==> src/rtl/sseg_scan_ctrl.sv <==
// Scan controller for a 6-digit seven-segment display: double-buffered frame,
// per-slot blanking dead time and 16-level brightness PWM.
module sseg_scan_ctrl #(
  parameter int unsigned CLK_DIV   = 50000,
  parameter int unsigned BLANK_CYC = 500
) (
  input  logic        clk,
  input  logic        rst_n,
  input  logic [29:0] frame_data,
  input  logic        frame_valid,
  output logic        frame_ready,
  input  logic [3:0]  brightness,
  output logic [4:0]  digit,
  output logic [2:0]  digit_pos,
  output logic        blank,
  output logic        frame_start
);

  localparam int unsigned      CNT_W    = $clog2(CLK_DIV);
  localparam int unsigned      ON_SPAN  = CLK_DIV - BLANK_CYC;
  localparam logic [CNT_W-1:0] CNT_LAST = CNT_W'(CLK_DIV - 1);
  localparam logic [2:0]       POS_LAST = 3'd5;

  // On-time in clk cycles; 32-bit product, truncating shift.
  function automatic logic [31:0] on_len_f(input logic [3:0] b);
    logic [31:0] prod;
    prod = ON_SPAN * ({28'd0, b} + 32'd1);
    return prod >> 4;
  endfunction

  function automatic logic [4:0] digit_sel_f(input logic [29:0] frame, input logic [2:0] pos);
    logic [4:0] d;
    case (pos)
      3'd0:    d = frame[4:0];
      3'd1:    d = frame[9:5];
      3'd2:    d = frame[14:10];
      3'd3:    d = frame[19:15];
      3'd4:    d = frame[24:20];
      3'd5:    d = frame[29:25];
      default: d = 5'd0;
    endcase
    return d;
  endfunction

  logic [CNT_W-1:0] cnt_q, cnt_d;
  logic [2:0]       pos_q, pos_d;
  logic [29:0]      active_q, active_d;
  logic [29:0]      pend_data_q, pend_data_d;
  logic             pend_q, pend_d;
  logic [3:0]       bright_q, bright_d;
  logic [4:0]       digit_q, digit_d;
  logic             fstart_q, fstart_d;

  logic slot_end, frame_end, accept;

  always_comb begin
    slot_end    = (cnt_q == CNT_LAST);
    frame_end   = slot_end && (pos_q == POS_LAST);
    accept      = frame_valid && !pend_q;

    cnt_d       = slot_end ? '0 : cnt_q + CNT_W'(1);
    pos_d       = pos_q;
    active_d    = active_q;
    pend_d      = pend_q;
    pend_data_d = pend_data_q;
    bright_d    = bright_q;
    digit_d     = digit_q;
    fstart_d    = frame_end;

    if (slot_end) begin
      pos_d    = frame_end ? 3'd0 : pos_q + 3'd1;
      bright_d = brightness;
    end

    // A pending frame is only promoted at the frame boundary, so the
    // displayed frame never changes part way through a scan.
    if (frame_end && pend_q) begin
      active_d = pend_data_q;
      pend_d   = 1'b0;
    end

    // accept requires pend_q=0, so it never collides with promotion above.
    if (accept) begin
      pend_data_d = frame_data;
      pend_d      = 1'b1;
    end

    if (slot_end) begin
      digit_d = digit_sel_f(active_d, pos_d);
    end
  end

  always_ff @(posedge clk or negedge rst_n) begin
    if (!rst_n) begin
      cnt_q    <= '0;
      pos_q    <= 3'd0;
      active_q <= 30'd0;
      pend_q   <= 1'b0;
      bright_q <= 4'd0;
      digit_q  <= 5'd0;
      fstart_q <= 1'b0;
    end else begin
      cnt_q    <= cnt_d;
      pos_q    <= pos_d;
      active_q <= active_d;
      pend_q   <= pend_d;
      bright_q <= bright_d;
      digit_q  <= digit_d;
      fstart_q <= fstart_d;
    end
  end

  // Pending payload is qualified by pend_q, so it needs no reset.
  always_ff @(posedge clk) begin
    pend_data_q <= pend_data_d;
  end

  // Blanking window: dead time first, then on_len lit cycles, rest dark.
  logic [31:0] cnt_ext, on_end;
  always_comb begin
    cnt_ext = 32'(cnt_q);
    on_end  = BLANK_CYC + on_len_f(bright_q);
    blank   = !((cnt_ext >= BLANK_CYC) && (cnt_ext < on_end));
  end

  assign frame_ready = !pend_q;
  assign digit       = digit_q;
  assign digit_pos   = pos_q;
  assign frame_start = fstart_q;

endmodule

==> config.mk <==
export PLATFORM = sky130hd
export DESIGN_NAME = sseg_scan_ctrl
export DESIGN_NICKNAME = d
export VERILOG_FILES = /design/src/rtl/sseg_scan_ctrl.sv
export SDC_FILE = /design/constraint.sdc
export NUM_CORES = 1
export LEC_CHECK = 0
export ABC_AREA = 1
export ABC_CLOCK_PERIOD_IN_PS = 7000
export CORE_MARGIN = 8
export CORE_UTILIZATION = 53
export CTS_BUF_LIST = sky130_fd_sc_hd__clkbuf_16
export CTS_CLUSTER_SIZE = 10
export DETAILED_ROUTE_END_ITERATION = 16
export PLACE_DENSITY_LB_ADDON = 0.05
export SLEW_MARGIN = 0
export SYNTH_ARGS = -nofsm -noshare
export SYNTH_HDL_FRONTEND = slang
export SYNTH_SLANG_ARGS = --single-unit
export TNS_END_PERCENT = 10
==> constraint.sdc <==
create_clock -name clk -period 7 [get_ports clk]
set_input_delay 2.1 -clock clk [delete_from_list [all_inputs] [get_ports clk]]
set_output_delay 2.1 -clock clk [all_outputs]
set_load 0.02 [all_outputs]
==> impl_metrics.yaml <==
status:
  status: "finished with violations"
  failed_checks: "negative setup slack"
floorplanning:
  coreArea_um2: 10840
  start_util: 0.5419
  die_w_um: 121.3
  rows: 38
  die_h_um: 121.3
  die_area_um2: 14710
  io-pin-count: 48
cts:
  cts_max_path_buffers: 2
  holdBufCountCts: 0
  clk_pin_slew_ns: 0.06
  numCtsBuffers: 9
  clk_latency_ns: 0.34
  cts.sinks: 90
  htree_levels: 3
  tritoncts: "built"
  clock-root-buffer: "clkbuf_16"
finish:
  fin_cells: 982
  antennaDiodeCount: 0
  syn_to_final_growth_pct: 29.61
  drive_gt1_frac: 0.2257
  final_nets: 930
  final_util: 0.7023
grt:
  grt_pass1_wl_mm: 22.26
  grt_max_degree: 61
  antenna_found_initial: 0
  gr-total-overflow: 0
  grt_util_all_layers: 0.1866
  grt_pass1_vias: 5006
detailed_routing:
  drt-total-wl_mm: 13.58
  drt_pass1_iterations: 5
  ant_nets: 0
  wire_per_inst_um: 13.83
  vias: 4983
  via_per_inst: 5.074
  drt_iter0_markers: 251
  drc_errors: 0
flow_run:
  max_cap_viol_count: 0
setup_path:
  slowest_delay_ns: 0.53
  cp-start-kind: "flop"
  required_ns: 4.90
  critPathMaxFanout: 5
  critPathCaptureType: "output pin"
  cp.arrival_ns: 5.20
  critPathKind: "flop to output pin"
  slowest_stage: "fa_1"
sta:
  fmax_mhz: 137.0
  skew_ns: 0.004760
  period_minus_slack_ns: 7.299
  finalHoldViolations: 0
  timing.setup.tns_ns: -0.2986
  rsz0062_at_grt: "true"
  slew_headroom: 0.3189
  fin_crit_sh: 1.043
  hold_slack_ns: 0.4752
  setup_viol: 1
  finalWorstSetupSlack_ns: -0.2986
  slew_viol_final: 0
  tightest_slew_ns: 1.021
logic_synthesis:
  seq_area_frac_synth: 0.4089
  yosysTopAreaCellShare: 0.2556
  async_reset_ff_frac: 0.6667
  synth_area_leader_cell: "dfrtp_1"
  ys_ff_latch: 90
  synth_edf_count: 30
  synth_flop_cell: "dfrtp_1"
  ys_types: 45
  syn_avg_cell_area_um2: 8.125
  syn_area_um2: 5874
  yosys_warnings: 0
  synth_cells: 723
  synth_fp_nets: 816
  yosysMostFrequentCell: "nand2_1"
  synthTopCellsByArea: "dfrtp_1 (26%), edfxtp_1 (15%), nand2_1 (13%)"
  yosys-top-cells-count: "nand2_1 (211), inv_1 (95), nand3_1 (79)"
min_path:
  min-delay-path-class: "flop to flop"
placement:
  preCtsSetupSlack_ns: -0.6610
  placed_cells: 952
  hpwl_mm: 10.01
  port_buffers: 47
  place.gp.congestion: 0.8932
power_and_ir_drop:
  power.density_nw_per_um2: 132.7
  leakagePower_nw: 3.810
  peakVddDrop_uv: 166.8
[layer usage]
layer / GRT usage / vias up / share of wire
met5: 0 / - / 0
met4: 0.06708 / 0 / 0.019
met3: 0.03211 / 22 / 0.028
met2: 0.3387 / 88 / 0.53
met1: 0.2149 / 2325 / 0.43
li1: - / 2548 / -
[layout make-up]
cell class              count  area [um2]
clock buffers               9       225.2
clock inverters             7       45.04
fillers                   835        3227
inverters                 101       384.1
multi-input cells         521        3393
flip-flops and latches     90        2402
well taps                 140       175.2
repair buffers            114       988.4
[cells by family (layout without fill, tap and decap cells)]
logic type	Yosys count	after routing	share of synthesized area
fa+ha+maj	56	56	0.1269
xor+xnor	17	17	0.02535
compound gates	44	44	0.04452
buf+inv	112	231	0.07519
flops	90	90	0.4089
simple gates	404	404	0.3191
[worst max-delay path, delay by kind of cell, from the launching register on]
kind / cells / cell delay (ns)
compound gates: 1 / 0.15
flops: 1 / 0.44
xor+xnor: 2 / 0.36
fa+ha+maj: 6 / 2.04
buf+inv: 9 / 0.63
simple gates: 16 / 1.23
[where the power goes]
part	leakage (nW)	internal [mW]	total (mW)	switching, mW
clock network	0.127	0.239	0.439	0.200
registers	1.07	0.544	0.544	0
logic	2.62	0.0174	0.0265	0.00910
[path summary, 6_finish.rpt]
path | cells after the start | endpoint | startpoint | slack (ns)
max | 34 | blank | bright_q[0] | -0.30
min | 2 | active_q[11] | active_q[11] | 0.48
max reg2reg | 11 | digit[2] | cnt_q[1] | 3.63
min reg2reg | 2 | active_q[11] | active_q[11] | 0.48
max in group asynchronous | 2 | cnt_q[6] | rst_n | 4.58
min in group asynchronous | 2 | active_q[2] | rst_n | 1.91
[registers in the layout, summed over array words and instances (netlist names)]
name         flops
digit_pos        3
bright_q         4
cnt_q           16
frame_start      1
active_q        30
digit            5
pend_data_q     30
pend_q           1
[cell usage in the layout (no fill, tap or decap), types with 20 or more instances in the layout]
| cell | n |
|---|---|
| clkdlybuf4s50_1 | 45 |
| inv_1 | 86 |
| dfrtp_1 | 60 |
| nand2_1 | 187 |
| edfxtp_1 | 30 |
| nand3_1 | 70 |
| nand2_2 | 20 |
| ha_1 | 43 |
| buf_4 | 62 |
| nor2_1 | 54 |
[per-stage QoR]
step / cell area (um2) / power [mW]
after floorplan: 5882 / 0.5548
after global placement: 6860 / 0.5811
after detailed placement: 6860 / 0.5817
after CTS: 7373 / 1.022
after global routing: 7614 / 1.037
final: 7614 / 1.010
[timing repair]
item,CTS,global route
buffers inserted,9,6
gates cloned,0,0
resized for setup,50,48
pin swaps,31,36
hold endpoints to repair,0,0
endpoints found under the setup margin,1,1
No activity file was read; power rests on OpenSTA's default activity.
